$ cat src/rtl/wb_bcd_writer.sv
// wb_bcd_writer: Wishbone master for the seven-segment display peripheral.
// It accepts a binary value on a valid/ready handshake and saturates it to
// 99,999,999. It converts the value to 8 packed BCD digits by double dabble,
// one bit per cycle. It then issues a single 32-bit Wishbone write of the BCD
// word to address WB_ADR.
// Optional feature: define WB_BCD_TIMEOUT_EN to bound the wait for ack by
// TIMEOUT cycles. A timeout sets a sticky o_err. Without the macro, WRITE waits
// indefinitely and o_err is tied low.
module wb_bcd_writer #(
    parameter int          BIN_WIDTH = 27,
    parameter logic [31:0] WB_ADR    = 32'h0000_0000,
    parameter int          TIMEOUT   = 255
) (
    input  logic                 i_wb_clk,
    input  logic                 i_wb_rst,
    input  logic [BIN_WIDTH-1:0] i_bin,
    input  logic                 i_valid,
    output logic                 o_ready,
    output logic [31:0]          o_wb_adr,
    output logic [31:0]          o_wb_dat,
    output logic [3:0]           o_wb_sel,
    output logic                 o_wb_we,
    output logic                 o_wb_cyc,
    output logic                 o_wb_stb,
    input  logic                 i_wb_ack,
    output logic                 o_done,
    output logic                 o_ovf,
    output logic                 o_err
);

    localparam int          CNT_W   = (BIN_WIDTH > 1) ? $clog2(BIN_WIDTH) : 1;
    localparam logic [63:0] DEC_MAX = 64'd99_999_999;

    typedef enum logic [1:0] {
        S_IDLE,
        S_CONV,
        S_WRITE
    } state_t;

    state_t               r_state;
    state_t               w_next;
    logic                 w_accept;
    logic                 w_ack_ok;
    logic                 w_tmo;
    logic                 w_sat;
    logic [BIN_WIDTH-1:0] w_bin_sat;
    logic [31:0]          w_adj;
    logic                 w_wr;

    logic [BIN_WIDTH-1:0] r_bin;
    logic [31:0]          r_bcd;
    logic [CNT_W-1:0]     r_cnt;
    logic                 r_ovf_flag;
    logic                 r_done;
    logic                 r_ovf_pulse;

`ifdef WB_BCD_TIMEOUT_EN
    localparam int TMO_W = (TIMEOUT > 1) ? $clog2(TIMEOUT + 1) : 1;
    logic [TMO_W-1:0] r_wait;
    logic             r_err;
`endif

    // Add 3 to every nibble that is 5 or more, so the next shift carries correctly into the next digit.
    function automatic logic [31:0] bcd_adjust(input logic [31:0] v);
        logic [31:0] r;
        r = v;
        for (int i = 0; i < 8; i++) begin
            if (v[4*i +: 4] >= 4'd5)
                r[4*i +: 4] = v[4*i +: 4] + 4'd3;
        end
        return r;
    endfunction

    // Clamp the incoming value to the largest 8-digit decimal number.
    always_comb begin
        w_sat     = (64'(i_bin) > DEC_MAX);
        w_bin_sat = w_sat ? BIN_WIDTH'(DEC_MAX) : i_bin;
        w_adj     = bcd_adjust(r_bcd);
    end

    // State register.
    always_ff @(posedge i_wb_clk) begin
        if (i_wb_rst)
            r_state <= S_IDLE;
        else
            r_state <= w_next;
    end

    // Next-state logic and the per-cycle control strobes.
    always_comb begin
        w_next   = r_state;
        w_accept = 1'b0;
        w_ack_ok = 1'b0;
        w_tmo    = 1'b0;
        case (r_state)
            S_IDLE: begin
                if (i_valid) begin
                    w_accept = 1'b1;
                    w_next   = S_CONV;
                end
            end
            S_CONV: begin
                if (r_cnt == '0)
                    w_next = S_WRITE;
            end
            S_WRITE: begin
                if (i_wb_ack) begin
                    w_ack_ok = 1'b1;
                    w_next   = S_IDLE;
                end
`ifdef WB_BCD_TIMEOUT_EN
                else if (r_wait <= TMO_W'(1)) begin
                    w_tmo  = 1'b1;
                    w_next = S_IDLE;
                end
`endif
            end
            default: w_next = S_IDLE;
        endcase
    end

    // Conversion datapath: latch on accept, then shift-add-3 one bit per CONV cycle.
    always_ff @(posedge i_wb_clk) begin
        if (w_accept) begin
            r_bin      <= w_bin_sat;
            r_bcd      <= '0;
            r_cnt      <= CNT_W'(BIN_WIDTH - 1);
            r_ovf_flag <= w_sat;
        end else if (r_state == S_CONV) begin
            r_bcd <= (w_adj << 1) | {31'd0, r_bin[BIN_WIDTH-1]};
            r_bin <= r_bin << 1;
            r_cnt <= r_cnt - CNT_W'(1);
        end
    end

    // Completion pulses, raised on the cycle after the write finishes.
    always_ff @(posedge i_wb_clk) begin
        if (i_wb_rst) begin
            r_done      <= 1'b0;
            r_ovf_pulse <= 1'b0;
        end else begin
            r_done      <= w_ack_ok | w_tmo;
            r_ovf_pulse <= w_ack_ok & r_ovf_flag;
        end
    end

`ifdef WB_BCD_TIMEOUT_EN
    // Ack wait counter and sticky error: loaded when entering WRITE, counts down while no ack.
    always_ff @(posedge i_wb_clk) begin
        if (i_wb_rst) begin
            r_wait <= '0;
            r_err  <= 1'b0;
        end else begin
            if (r_state == S_CONV && r_cnt == '0)
                r_wait <= TMO_W'(TIMEOUT);
            else if (r_state == S_WRITE && !i_wb_ack && r_wait != '0)
                r_wait <= r_wait - TMO_W'(1);
            if (w_tmo)
                r_err <= 1'b1;
        end
    end
    assign o_err = r_err;
`else
    assign o_err = 1'b0;
`endif

    assign w_wr     = (r_state == S_WRITE);
    assign o_ready  = (r_state == S_IDLE) && !i_wb_rst;
    assign o_wb_adr = WB_ADR;
    assign o_wb_cyc = w_wr;
    assign o_wb_stb = w_wr;
    assign o_wb_we  = w_wr;
    assign o_wb_sel = w_wr ? 4'hF : 4'h0;
    assign o_wb_dat = w_wr ? r_bcd : 32'h0;
    assign o_done   = r_done;
    assign o_ovf    = r_ovf_pulse;

endmodule

$ cat config.mk
export PLATFORM = sky130hd
export DESIGN_NAME = wb_bcd_writer
export DESIGN_NICKNAME = d
export VERILOG_FILES = /design/src/rtl/wb_bcd_writer.sv
export SDC_FILE = /design/constraint.sdc
export NUM_CORES = 1
export LEC_CHECK = 0
export ABC_CLOCK_PERIOD_IN_PS = 1500
export BUFFER_PORTS_ARGS = -buffer_cell sky130_fd_sc_hd__buf_2
export CAP_MARGIN = 20
export CORE_ASPECT_RATIO = 0.5
export CORE_MARGIN = 8
export CORE_UTILIZATION = 30
export DETAILED_ROUTE_END_ITERATION = 8
export PLACE_DENSITY = 0.5
export SLEW_MARGIN = 20
export SYNTH_ARGS = -nofsm -noshare
export SYNTH_HDL_FRONTEND = slang
export SYNTH_SLANG_ARGS = --single-unit
$ cat constraint.sdc
create_clock -name i_wb_clk -period 1.5 [get_ports i_wb_clk]
set_input_delay 0.225 -clock i_wb_clk [delete_from_list [all_inputs] [get_ports i_wb_clk]]
set_output_delay 0.225 -clock i_wb_clk [all_outputs]
set_load 0.005 [all_outputs]
# --- After elaboration in Yosys (flattened, before gate mapping) ---
# Index checks and enable logic that the tools add are counted.
word_totals:
  input_bits: 31
  mem_bits_rw: 0
  out_inout_bits: 75
  register_bits: 69
  latchBits: 0
  elab_cells: 59
  rom_bits: 0
  mem_count: 0
op_classes:
  n_div: 0
  n_eq_ne: 5
  bitwise_logic: 2
  magnitude_cmp: 9
  mul: 0
  add_sub_neg: 9
  n_shift: 0
  reduce_logical: 6
  mux: 21
ops:
  columns: ["operator", "count"]
  rows:
  - ["$mux 27", 3]
  - ["$ge 4x3->1 const B", 8]
  - ["$mux 32", 1]
  - ["$mux 4", 8]
  - ["$or 32x1->32", 1]
  - ["$add 4x2->4 const B", 7]
  - ["$gt 27x27->1 const B", 1]
  - ["$mux 2", 3]
  - ["$ne 2x2->1 const B", 3]
  - ["$pmux 2 s3", 1]
  - ["$logic_not 5->1", 1]
  - ["$sub 5x1->5 const B", 1]
  - ["$mux 1", 4]
  - ["$add 3x2->3 const B", 1]
  - ["$mux 3", 1]
  - ["$reduce_and 3->1", 1]
  - ["$eq 2x1->1 const B", 1]
  - ["$eq 2x2->1 const B", 1]
  - ["$logic_not 2->1", 1]
  - ["$reduce_bool 2->1", 1]
  - ["$and 1x1->1", 1]
  - ["$logic_and 1x1->1", 1]
  - ["$logic_not 1->1", 1]

# --- Longest topological paths before layout ---
logic_depth:
  ltp_word: 3
  mapped_depth: 6
  ltp_nobuf: 6

# --- Least setup slack after synthesis ---
# OpenSTA, ideal clock, no wires.
synth_timing:
  path_kind: "flip-flop to flip-flop"
  startpoint: "register r_state[1]"
  endpoint: "register r_bin[0], enable pin"
  synth_period_minus_slack_ns: 1.677
  setup_ns: 0.385
  arrival_time_ns: 1.292
  path_stages_with_launch: 4
  slack_ns: -0.177
  n_path_buf: 1
  path_cell_list: "dfxtp_1 > nand2b_1 > buf_2 > nand2_1"
synth_via:
  elab_chain_len: 3
synth_rtl:
  columns: ["element", "line_no", "rtl"]
  rows:
  - ["start, declared", "40", "state_t r_state;"]
  - ["start signal, assigned", "86", "r_state <= w_next;"]
  - ["$logic_not 2->1", "95", "case (r_state)"]
  - ["$mux 1", "95", null]
  - ["$reduce_bool 2->1 (no line) (*)", null, null]
  - ["end signal, assigned", "125", "r_bin <= w_bin_sat;"]
  - ["end signal, assigned", "131", "r_bin <= r_bin << 1;"]
  - ["end, declared", "50", "logic [BIN_WIDTH-1:0] r_bin;"]
# Every way passes the cells marked *; elsewhere a longest branch is shown, timed or not.
# A chain may end at the register's enable or synchronous reset.

# --- Worst setup path in the final report ---
layout_timing:
  startpoint: "register r_state[0]"
  endpoint: "output port o_wb_dat[6]"
layout_via:
  elab_chain_len: 2
layout_rtl:
  columns: ["element", "line_no", "rtl"]
  rows:
  - ["$eq 2x2->1", "167", "assign w_wr = (r_state == S_WRITE);"]
  - ["$mux 32", "174", "assign o_wb_dat = w_wr ? r_bcd : 32'h0;"]
  - ["end, declared", "20", "output logic [31:0] o_wb_dat,"]
# No other way between the ends.

==> results_dict.tcl <==
set metrics [dict create \
    h-tree-depth 3 \
    r2r-end "r_bin[12]" \
    period_minus_slack_ns 1.60 \
    nets 603 \
    num_rows 29 \
    clk_pin_slew_worst_paths_ns 0.05 \
    num_io_pins 106 \
    antenna_found_initial 0 \
    worstPathRequired_ns 1.27 \
    cp-startpoint "r_state[0]" \
    drt-wirelength-per-cell_microns 13.7 \
    grt_pass1_wl_mm 15.7 \
    initial_core_util_pct 30.7 \
    routed_wl_mm 9.99 \
    synthXorXnorAreaFrac_pct 3.83 \
    die_area_sq_mm 0.0171 \
    die_width_microns 177 \
    power_uw 4790 \
    grt_usage_pct 11.4 \
    final_cell_mix "nor2_1 (61), buf_2 (57), buf_4 (36), dfxtp_1 (34), conb_1 (33)" \
    synth.area.mux_share_pct 2.31 \
    drive_above_1_share_pct 33.3 \
    synth-simple-area-share_pct 19.4 \
    setup_ws_ns -0.0970 \
    grt_pass1_vias 3274 \
    synth_compound_area_share_pct 13.7 \
    violations "negative setup slack" \
    cts_hold_buffers 0 \
    dp_hpwl_mm 6.95 \
    hold_viol 0 \
    area_delta_synth_final_pct 31.6 \
    synthCells 450 \
    hp-class "input port to flop" \
    critical_path_class "flop to primary output" \
    yosys_warnings 0 \
    rsz0062_at_grt "true" \
    grt.overflow.total 0 \
    final_common_cell "nor2_1" \
    crit_fanout 7 \
    clk-insertion-delay-late_ns 0.32 \
    drc 0 \
    ys_ff_latch 69 \
    power_leakage_uw 0.00216 \
    core_area_sq_mm 0.0127 \
    globalplace.congestion 0.759 \
    numCtsBuffers 9 \
    finalSetupViolCount 35 \
    io_buffers 72 \
    async_flop_share_pct 0 \
    synth_top_family_by_area "simple AND/OR/NAND/NOR gates" \
    antennaDiodeCount 0 \
    rrSetupSlack_ns -0.01 \
    synth-edff-count 28 \
    synth.avg_cell_area_sq_um 8.65 \
    irDropWorstVdd_mv 0.470 \
    worstSetupEndpointType "primary output" \
    maxCapViolations 0 \
    synth_adder_area_share_pct 5.79 \
    report.final.slew_viol_count 0 \
    dieHeight_microns 96.5 \
    vias_per_cell 4.45 \
    reg2reg_depth 6 \
    clock_skew_ns 0.00487 \
    cts_tree "yes" \
    fin_hold_ws_ns 0.108 \
    yosys_most_used_dff "dfxtp_1" \
    yosysUniqueCellTypes 41 \
    min_from "i_wb_rst" \
    startpoint_type "flop" \
    fillers 1296 \
    whs_path_depth 2 \
    root_buffer "clkbuf_16" \
    fin_crit_sh_pct 106 \
    grt_max_degree 57 \
    cp_num_buf_inv 3 \
    worst_r2r_startpoint "r_state[0]" \
    syn_area_sq_mm 0.00389 \
    crit_slowest_cell "dfxtp_2" \
    seq_area_frac_synth_pct 42.7 \
    critPathMaxStageDelay_ns 0.32 \
    cts.sinks 69 \
    arrival_ns 1.37 \
    cp_top_family "buffers and inverters" \
    cts_buffer_depth 2 \
    timing.fmax_mhz 626 \
    vias 3245 \
    whs_endpoint "r_state[1]" \
    ant_nets 0 \
    first_pass_iters 4 \
    crit_chain "nand2b_4 > clkinvlp_4 > buf_6 > and2_1 > buf_2" \
    p_per_area_mw_per_mm2 935 \
    status "complete, but fails checks" \
    drt_iter0_markers 187 \
]
report_power, final:
| part | switching (uW) | internal, uW |
|---|---|---|
| clock network | 742 | 1150 |
| registers | 79.5 | 2130 |
| logic | 375 | 307 |
| total | 1200 | 3590 |
registers in the layout (all words and copies together) (netlist names):
name / count
r_cnt: 5
o_ovf: 1
r_ovf_flag: 1
o_done: 1
r_bin: 27
r_bcd: 32
r_state: 2
per-layer routing:
layer  vias up  GRT usage, %  part of all wire (%)
met5         -             0                     0
met1      1502          14.0                    47
li1       1665             -                     -
met4         0          2.64                  0.43
met3         2          3.45                   6.3
met2        76          19.5                    46
metrics by stage:
stage                     util [%]  cell area, sq um  cells  setup slack [ns]  setup TNS [ns]
after floorplan                  -              4020    482            0.0429               0
after global placement        36.1              4570    704           -0.0215          -0.165
after detailed placement      36.1              4570    704           -0.0598          -0.595
after CTS                     39.2              4970    725           -0.0823           -1.67
after global routing          40.5              5120    729            -0.152           -5.25
final                         40.5              5120    729           -0.0970           -1.72
area by class of cell:
class / instances / area [sq um] / share of cell area, %
inverter: 24 / 96.3 / 1.88
multi-input combinational: 330 / 1990 / 38.8
clock inverter: 3 / 12.5 / 0.244
sequential: 69 / 1670 / 32.6
timing repair buffer: 118 / 881 / 17.2
tap: 170 / 213 / 4.15
clock buffer: 13 / 250 / 4.88
timing repair inverter: 2 / 15.0 / 0.293
timing repair:
| item | 4_1_cts | 5_1_grt |
|---|---|---|
| buffers inserted | 4 | 3 |
| pin swaps | 5 | 10 |
| gates resized for setup | 28 | 44 |
| gates cloned | 1 | 1 |
| endpoints found under the setup margin | 37 | 100 |
worst max path at each step:
stage	depth (start not counted)	to	slack [ns]
floorplan	6	r_bcd[2]	0.04
global placement	6	r_bin[1]	-0.02
detailed placement	6	r_bin[5]	-0.06
CTS	4	o_wb_dat[23]	-0.08
global route	5	o_wb_dat[6]	-0.15
finish	5	o_wb_dat[6]	-0.1
synth_stat cells (all sizes together) (2+ instances only):
cell / n / area (sq um)
o21ai: 35 / 175
inv: 24 / 90.1
nand2: 30 / 113
edfxtp: 28 / 841
nor4: 5 / 37.5
mux2: 8 / 90.1
nand2b: 10 / 62.6
o31ai: 3 / 22.5
dfxtp: 41 / 821
xnor2: 9 / 78.8
nand3: 26 / 130
clkbuf: 7 / 26.3
a21oi: 37 / 185
xor2: 8 / 70.1
buf: 52 / 357
o32ai: 7 / 61.3
and2: 20 / 125
nor2: 63 / 236
ha: 18 / 225
a31o: 3 / 26.3
nor3: 2 / 10.0
cells by family after synthesis:
kind of cell | Yosys count
AND/OR/NAND/NOR | 162
AO/OA/AOI/OAI | 92
buffers and inverters | 83
flip-flops | 69
adder cells (fa/ha/maj) | 18
XOR/XNOR | 17
multiplexers | 8
other | 1
No activity file was read; power rests on OpenSTA's default activity.
